File: src/rtl/game_pkg.sv
// Shared types and constants for the Pac-Man game-flow controller.
package game_pkg;

    typedef enum logic [2:0] {
        ST_IDLE  = 3'd0,
        ST_READY = 3'd1,
        ST_PLAY  = 3'd2,
        ST_DYING = 3'd3,
        ST_CLEAR = 3'd4,
        ST_OVER  = 3'd5
    } game_state_t;

    localparam int SCORE_MAX      = 16383;
    localparam int EXTRA_LIFE_PTS = 10000;
    localparam int LEVEL_MAX      = 15;

    // Saturating score add; the sum is formed one bit wider so it cannot wrap.
    function automatic logic [13:0] score_add(input logic [13:0] a, input int pts);
        logic [14:0] s;
        s = {1'b0, a} + 15'(pts);
        return (int'(s) > SCORE_MAX) ? 14'(SCORE_MAX) : s[13:0];
    endfunction

endpackage

File: src/rtl/game_sequencer_frame_tick_sync.sv
// Brings VGA vertical sync into the Clk domain and emits one-cycle frame_tick per rising edge.
module frame_tick_sync (
    input  logic Clk,
    input  logic Reset_n,
    input  logic frame_clk,
    output logic frame_tick
);

    logic [1:0] r_sync;
    logic       r_prev;
    logic       r_tick;

    // Registered edge detect puts the tick three Clk edges after the VS edge.
    always_ff @(posedge Clk) begin
        if (!Reset_n) begin
            r_sync <= 2'b00;
            r_prev <= 1'b0;
            r_tick <= 1'b0;
        end else begin
            r_sync <= {r_sync[0], frame_clk};
            r_prev <= r_sync[1];
            r_tick <= r_sync[1] & ~r_prev;
        end
    end

    assign frame_tick = r_tick;

endmodule

File: src/rtl/game_sequencer.sv
// Game-flow FSM: phases, frame timer, lives/level/score counters, blink.
// Optional extra life at 10000 points: define GAME_SEQ_EXTRA_LIFE_EN.
module game_sequencer
    import game_pkg::*;
#(
    parameter int START_LIVES  = 3,
    parameter int READY_FRAMES = 120,
    parameter int DEATH_FRAMES = 90,
    parameter int CLEAR_FRAMES = 120,
    parameter int OVER_FRAMES  = 180,
    parameter int BLINK_FRAMES = 15,
    parameter int PELLET_PTS   = 10
) (
    input  logic        Clk,
    input  logic        Reset_n,
    input  logic        frame_clk,
    input  logic        start_btn,
    input  logic        collision,
    input  logic        pellet_eaten,
    input  logic        level_clear,
    output logic [2:0]  game_state,
    output logic        freeze,
    output logic        entity_reset,
    output logic [1:0]  lives,
    output logic [3:0]  level,
    output logic [13:0] score,
    output logic        blink
);

    game_state_t r_state, w_next;
    logic [7:0]  r_timer, w_load;
    logic [7:0]  r_blink_cnt;
    logic        r_blink;
    logic        r_er, w_er;
    logic [1:0]  r_lives, w_lives_nx;
    logic [3:0]  r_level, w_level_nx;
    logic [13:0] r_score, w_score_nx;
    logic        w_tick, w_expire, w_entry, w_start, w_blink_st;

    frame_tick_sync u_tick (
        .Clk        (Clk),
        .Reset_n    (Reset_n),
        .frame_clk  (frame_clk),
        .frame_tick (w_tick)
    );

    assign w_expire   = w_tick && (r_timer == 8'd0);
    assign w_start    = (r_state == ST_IDLE) && start_btn;
    assign w_blink_st = (r_state == ST_READY) || (r_state == ST_OVER);

    always_ff @(posedge Clk) begin
        if (!Reset_n) r_state <= ST_IDLE;
        else          r_state <= w_next;
    end

    always_comb begin
        w_next = r_state;
        w_er   = 1'b0;
        case (r_state)
            ST_IDLE:  if (start_btn) begin w_next = ST_READY; w_er = 1'b1; end
            ST_READY: if (w_expire) w_next = ST_PLAY;
            ST_PLAY: begin
                if (collision)        w_next = ST_DYING;
                else if (level_clear) w_next = ST_CLEAR;
            end
            ST_DYING: begin
                if (w_expire) begin
                    if (r_lives == 2'd0) w_next = ST_OVER;
                    else begin w_next = ST_READY; w_er = 1'b1; end
                end
            end
            ST_CLEAR: if (w_expire) begin w_next = ST_READY; w_er = 1'b1; end
            ST_OVER:  if (w_expire) w_next = ST_IDLE;
            default:  w_next = ST_IDLE;
        endcase
    end

    assign w_entry = (w_next != r_state);

    always_comb begin
        w_load = 8'd0;
        case (w_next)
            ST_READY: w_load = 8'(READY_FRAMES);
            ST_DYING: w_load = 8'(DEATH_FRAMES);
            ST_CLEAR: w_load = 8'(CLEAR_FRAMES);
            ST_OVER:  w_load = 8'(OVER_FRAMES);
            default:  w_load = 8'd0;
        endcase
    end

    always_comb begin
        w_score_nx = r_score;
        if (w_start)                                    w_score_nx = 14'd0;
        else if ((r_state == ST_PLAY) && pellet_eaten)  w_score_nx = score_add(r_score, PELLET_PTS);
    end

    always_comb begin
        w_level_nx = r_level;
        if (w_start) w_level_nx = 4'd0;
        else if ((r_state == ST_CLEAR) && w_expire && (int'(r_level) < LEVEL_MAX))
            w_level_nx = r_level + 4'd1;
    end

`ifdef GAME_SEQ_EXTRA_LIFE_EN
    logic r_xl_given;
    logic w_cross;

    assign w_cross = (int'(r_score) < EXTRA_LIFE_PTS) && (int'(w_score_nx) >= EXTRA_LIFE_PTS);

    always_ff @(posedge Clk) begin
        if (!Reset_n)     r_xl_given <= 1'b0;
        else if (w_start) r_xl_given <= 1'b0;
        else if (w_cross) r_xl_given <= 1'b1;
    end

    // Extra life is applied after any same-cycle death decrement.
    always_comb begin
        w_lives_nx = r_lives;
        if (w_start) w_lives_nx = 2'(START_LIVES);
        else if ((r_state == ST_PLAY) && collision && (r_lives != 2'd0))
            w_lives_nx = r_lives - 2'd1;
        if (w_cross && !r_xl_given && (w_lives_nx != 2'd3))
            w_lives_nx = w_lives_nx + 2'd1;
    end
`else
    always_comb begin
        w_lives_nx = r_lives;
        if (w_start) w_lives_nx = 2'(START_LIVES);
        else if ((r_state == ST_PLAY) && collision && (r_lives != 2'd0))
            w_lives_nx = r_lives - 2'd1;
    end
`endif

    always_ff @(posedge Clk) begin
        if (!Reset_n) begin
            r_timer     <= 8'd0;
            r_blink     <= 1'b0;
            r_blink_cnt <= 8'd0;
            r_er        <= 1'b0;
            r_lives     <= 2'(START_LIVES);
            r_level     <= 4'd0;
            r_score     <= 14'd0;
        end else begin
            r_er    <= w_er;
            r_lives <= w_lives_nx;
            r_level <= w_level_nx;
            r_score <= w_score_nx;

            if (w_entry)                      r_timer <= w_load;
            else if (w_tick && r_timer != 0)  r_timer <= r_timer - 8'd1;

            if (w_entry || !w_blink_st) begin
                r_blink     <= 1'b0;
                r_blink_cnt <= 8'd0;
            end else if (w_tick) begin
                if (r_blink_cnt == 8'(BLINK_FRAMES - 1)) begin
                    r_blink     <= ~r_blink;
                    r_blink_cnt <= 8'd0;
                end else begin
                    r_blink_cnt <= r_blink_cnt + 8'd1;
                end
            end
        end
    end

    assign game_state   = r_state;
    assign freeze       = (r_state != ST_PLAY);
    assign entity_reset = r_er;
    assign lives        = r_lives;
    assign level        = r_level;
    assign score        = r_score;
    assign blink        = r_blink;

endmodule
File: config.mk
export PLATFORM = sky130hd
export DESIGN_NAME = game_sequencer
export DESIGN_NICKNAME = d
export VERILOG_FILES = /design/src/rtl/game_pkg.sv /design/src/rtl/game_sequencer_frame_tick_sync.sv /design/src/rtl/game_sequencer.sv
export SDC_FILE = /design/constraint.sdc
export NUM_CORES = 1
export LEC_CHECK = 0
export BUFFER_PORTS_ARGS = -buffer_cell sky130_fd_sc_hd__buf_4
export CORE_MARGIN = 2
export CORE_UTILIZATION = 35
export DETAILED_ROUTE_END_ITERATION = 10
export HOLD_SLACK_MARGIN = 0.12
export PLACE_DENSITY = 0.5
export SLEW_MARGIN = 30
export SYNTH_ARGS = -nofsm -noshare
export SYNTH_HDL_FRONTEND = slang
export SYNTH_SLANG_ARGS = --single-unit
File: constraint.sdc
create_clock -name Clk -period 2.55 [get_ports Clk]
set_clock_uncertainty 0.05 [all_clocks]
set_input_delay 0.51 -clock Clk [delete_from_list [all_inputs] [get_ports Clk]]
set_output_delay 0.51 -clock Clk [all_outputs]
set_load 0.05 [all_outputs]
==> run_summary.xml <==
<?xml version="1.0" encoding="UTF-8"?>
<metrics>
  <group name="run_status">
    <metric name="status" unit="">completed</metric>
  </group>
  <group name="die">
    <metric name="die_y" unit="µm">89.6</metric>
    <metric name="chipWidth" unit="µm">89.6</metric>
    <metric name="number_of_placement_rows" unit="">31</metric>
    <metric name="design.core.area" unit="µm²">7180</metric>
    <metric name="io_pins" unit="">33</metric>
    <metric name="initial_core_utilization" unit="">0.357</metric>
    <metric name="dieArea" unit="µm²">8030</metric>
  </group>
  <group name="logic_synthesis">
    <metric name="syn_area_per_cell" unit="µm²">8.24</metric>
    <metric name="cells_taking_the_most_area_after_synthesis" unit="">dfxtp_1 35%, nor2_1 5.3%, ha_1 3.9%</metric>
    <metric name="ys_ff_latch" unit="">45</metric>
    <metric name="ys.flop_type" unit="">dfxtp_1</metric>
    <metric name="yosys_warnings" unit="">0</metric>
    <metric name="async_reset_ff_frac" unit="">0</metric>
    <metric name="post-synth-top-area-cell" unit="">dfxtp_1</metric>
    <metric name="synth_cells" unit="">311</metric>
    <metric name="synth_unique_cells" unit="">59</metric>
    <metric name="synth-edff-count" unit="">0</metric>
    <metric name="synth.net_count" unit="">326</metric>
    <metric name="ys_seq_area_frac" unit="">0.351</metric>
    <metric name="synthesis.area" unit="µm²">2560</metric>
    <metric name="synth.top_cell.area_share" unit="">0.351</metric>
  </group>
  <group name="placed_design">
    <metric name="placedInstanceArea" unit="µm²">2980</metric>
    <metric name="gp_routability_congestion" unit="">0.789</metric>
    <metric name="post-place-ws" unit="ns">0.183</metric>
    <metric name="io_buffers" unit="">32</metric>
    <metric name="hpwl" unit="mm">4.50</metric>
  </group>
  <group name="cts">
    <metric name="clk_root_buffer_cell" unit="">clkbuf_8</metric>
    <metric name="cts.reportedPaths.clkPinSlew" unit="ns">0.09</metric>
    <metric name="clock_buffers_created_by_tritoncts" unit="">5</metric>
    <metric name="insertion_delay" unit="ns">0.31</metric>
    <metric name="cts_tree" unit="">done</metric>
    <metric name="cts.path.max_buffers" unit="">2</metric>
    <metric name="cts_num_sinks" unit="">45</metric>
    <metric name="htreeDepth" unit="">2</metric>
  </group>
  <group name="final_layout">
    <metric name="layout.cell_area.non_filler" unit="µm²">3090</metric>
    <metric name="drive_gt1_frac" unit="">0.207</metric>
    <metric name="fin_nets" unit="">367</metric>
    <metric name="signed_area_change_from_the_synthesized_netlist_to_the_final_layout" unit="%">20.6</metric>
    <metric name="antennaDiodeCount" unit="">0</metric>
    <metric name="fillCellCount" unit="">756</metric>
  </group>
  <group name="setup_path">
    <metric name="worst-path-max-fanout" unit="">8</metric>
    <metric name="cp_data_arrival_time" unit="ns">2.54</metric>
    <metric name="worstSetupEndpointType" unit="">flip-flop</metric>
    <metric name="critical_path.startpoint_type" unit="">flip-flop</metric>
    <metric name="cp.required" unit="ns">2.70</metric>
    <metric name="critPathKind" unit="">flip-flop to flip-flop</metric>
  </group>
  <group name="grt">
    <metric name="groute.usage.overall" unit="">0.164</metric>
    <metric name="grt_pass1_vias" unit="">2141</metric>
    <metric name="pin_count_of_the_biggest_net_entering_global_routing" unit="">21</metric>
    <metric name="antenna_found_initial" unit="">0</metric>
    <metric name="grt_first_pass_wirelength" unit="mm">10.4</metric>
    <metric name="global_route.overflow_total" unit="">0</metric>
  </group>
  <group name="sta">
    <metric name="post-route-period-util" unit="">0.935</metric>
    <metric name="fmax" unit="MHz">420</metric>
    <metric name="layout_setup_ws" unit="ns">0.167</metric>
    <metric name="final.min_clock_period" unit="ns">2.38</metric>
    <metric name="holdWs" unit="ns">0.340</metric>
    <metric name="report.final.setup_viol" unit="">0</metric>
    <metric name="max-slew-margin-rel" unit="">0.613</metric>
    <metric name="worst_pin_slew" unit="ns">0.576</metric>
    <metric name="timing_max_transition_violations_final" unit="">0</metric>
    <metric name="hold_violations" unit="">0</metric>
    <metric name="rsz_0062_raised_after_global_routing" unit="">no</metric>
    <metric name="final.setup.tns" unit="ns">0</metric>
  </group>
  <group name="flow_run">
    <metric name="drv_cap" unit="">0</metric>
  </group>
  <group name="worst_hold_path">
    <metric name="min-delay-path-class" unit="">flip-flop to flip-flop</metric>
  </group>
  <group name="detailed_routing">
    <metric name="remaining_drc_errors" unit="">0</metric>
    <metric name="drt-initial-drc-count" unit="">65</metric>
    <metric name="routedWlPerCell" unit="µm">13.6</metric>
    <metric name="route.vias.total" unit="">2340</metric>
    <metric name="drt_pass1_iterations" unit="">4</metric>
    <metric name="antenna_left" unit="">0</metric>
    <metric name="avgViaCountPerCell" unit="">5.18</metric>
    <metric name="route.final.wire_length" unit="mm">6.14</metric>
  </group>
  <group name="power">
    <metric name="worst_ir_drop_vdd" unit="mV">0.192</metric>
    <metric name="power.static_leakage" unit="nW">1.25</metric>
    <metric name="power.density" unit="nW/µm²">443</metric>
  </group>
</metrics>
placed cells by master, fill, tap and decap left out, types with 9 or more instances in the layout:
| cell type | netlist | final |
|---|---|---|
| xnor2_1 | 9 | 9 |
| a211oi_1 | 9 | 9 |
| o21ai_0 | 10 | 10 |
| inv_1 | 17 | 17 |
| dfxtp_1 | 45 | 43 |
| and3_1 | 9 | 9 |
| nor3_1 | 13 | 13 |
| buf_4 | 0 | 51 |
| nand3_1 | 18 | 18 |
| nand2_1 | 15 | 15 |
| a21oi_1 | 15 | 15 |
| nor2_1 | 36 | 36 |
sequential cells by signal, summed over array words and instances (netlist names):
name	count
level	4
u_tick.r_prev	1
lives	2
u_tick.frame_tick	1
blink	1
r_timer	8
r_blink_cnt	8
score	14
u_tick.r_sync	2
entity_reset	1
game_state	3
metrics by stage:
step,utilization,total power (W),instances
detailed placement,0.416,0.000911,442
global placement,0.416,0.000911,442
CTS,0.429,0.00139,450
global route,0.431,0.00144,452
finish,0.431,0.00137,452
floorplan,-,0.000863,311
critical path, stage by stage, from the launching register on:
cell	delay (ns)
dfxtp_1	0.36
or4_1	0.71
or3_4	0.47
o211ai_2	0.23
and3_1	0.20
nor3_2	0.05
o221a_1	0.21
synth_stat cells, types with 3 or more instances:
master / count
a211oi_1: 9
a21oi_1: 15
a31oi_1: 4
and2_1: 6
and3_1: 9
buf_2: 6
clkbuf_1: 9
dfxtp_1: 45
ha_1: 8
inv_1: 17
nand2_1: 15
nand2b_1: 3
nand3_1: 18
nand4_1: 8
nor2_1: 36
nor2b_1: 3
nor3_1: 13
nor3b_1: 3
nor4_1: 3
o21a_1: 4
o21ai_0: 10
or3_1: 3
xnor2_1: 9
xor2_1: 8
logic make-up (layout without fill, tap and decap cells):
group / after synthesis / count (layout) / share of synthesized area
AOI/OAI and AO/OA: 70 / 70 / 0.206
xor gates and xnor gates: 17 / 17 / 0.0581
adders and majority gates: 8 / 8 / 0.0390
buffers and inverters: 34 / 76 / 0.0556
DFF: 45 / 45 / 0.351
muxes: 2 / 2 / 0.00781
and+or+nand+nor: 135 / 135 / 0.282
where the power goes:
group          total [W]  internal [W]  switching [W]
Combinational   0.000164     0.0000654      0.0000985
Clock           0.000475      0.000200       0.000275
Sequential      0.000731      0.000718      0.0000133
Total            0.00137      0.000983       0.000387
path summary, 6_finish.rpt:
path | from | end | slack, ns | depth (start not counted)
max | r_timer[2] | r_timer[3] | 0.17 | 6
min | u_tick.r_prev | u_tick.frame_tick | 0.34 | 1
max reg2reg | r_timer[2] | r_timer[3] | 0.17 | 6
min reg2reg | u_tick.r_prev | u_tick.frame_tick | 0.34 | 1
layer usage:
layer | vias up | global-route usage | share of wire
li1 | 1212 | - | -
met1 | 1087 | 0.229 | 0.49
met2 | 36 | 0.258 | 0.46
met3 | 5 | 0.0366 | 0.033
met4 | 0 | 0.0407 | 0.0086
met5 | - | 0 | 0
area by class of cell:
cell class	count	area [µm²]	share of cell area
multi-input cells	232	1530	0.493
flip-flops and latches	45	903	0.292
repair buffers	51	383	0.124
well taps	99	124	0.0400
clock buffers	5	68.8	0.0222
inverters	17	63.8	0.0206
clock inverters	3	25.0	0.00809
repair_timing:
item                       4_1_cts  5_1_grt
setup buffers                    0        2
resized for setup                0        0
setup endpoints to repair        0        2
hold buffers                     0        0
No activity file was read; power rests on OpenSTA's default activity.
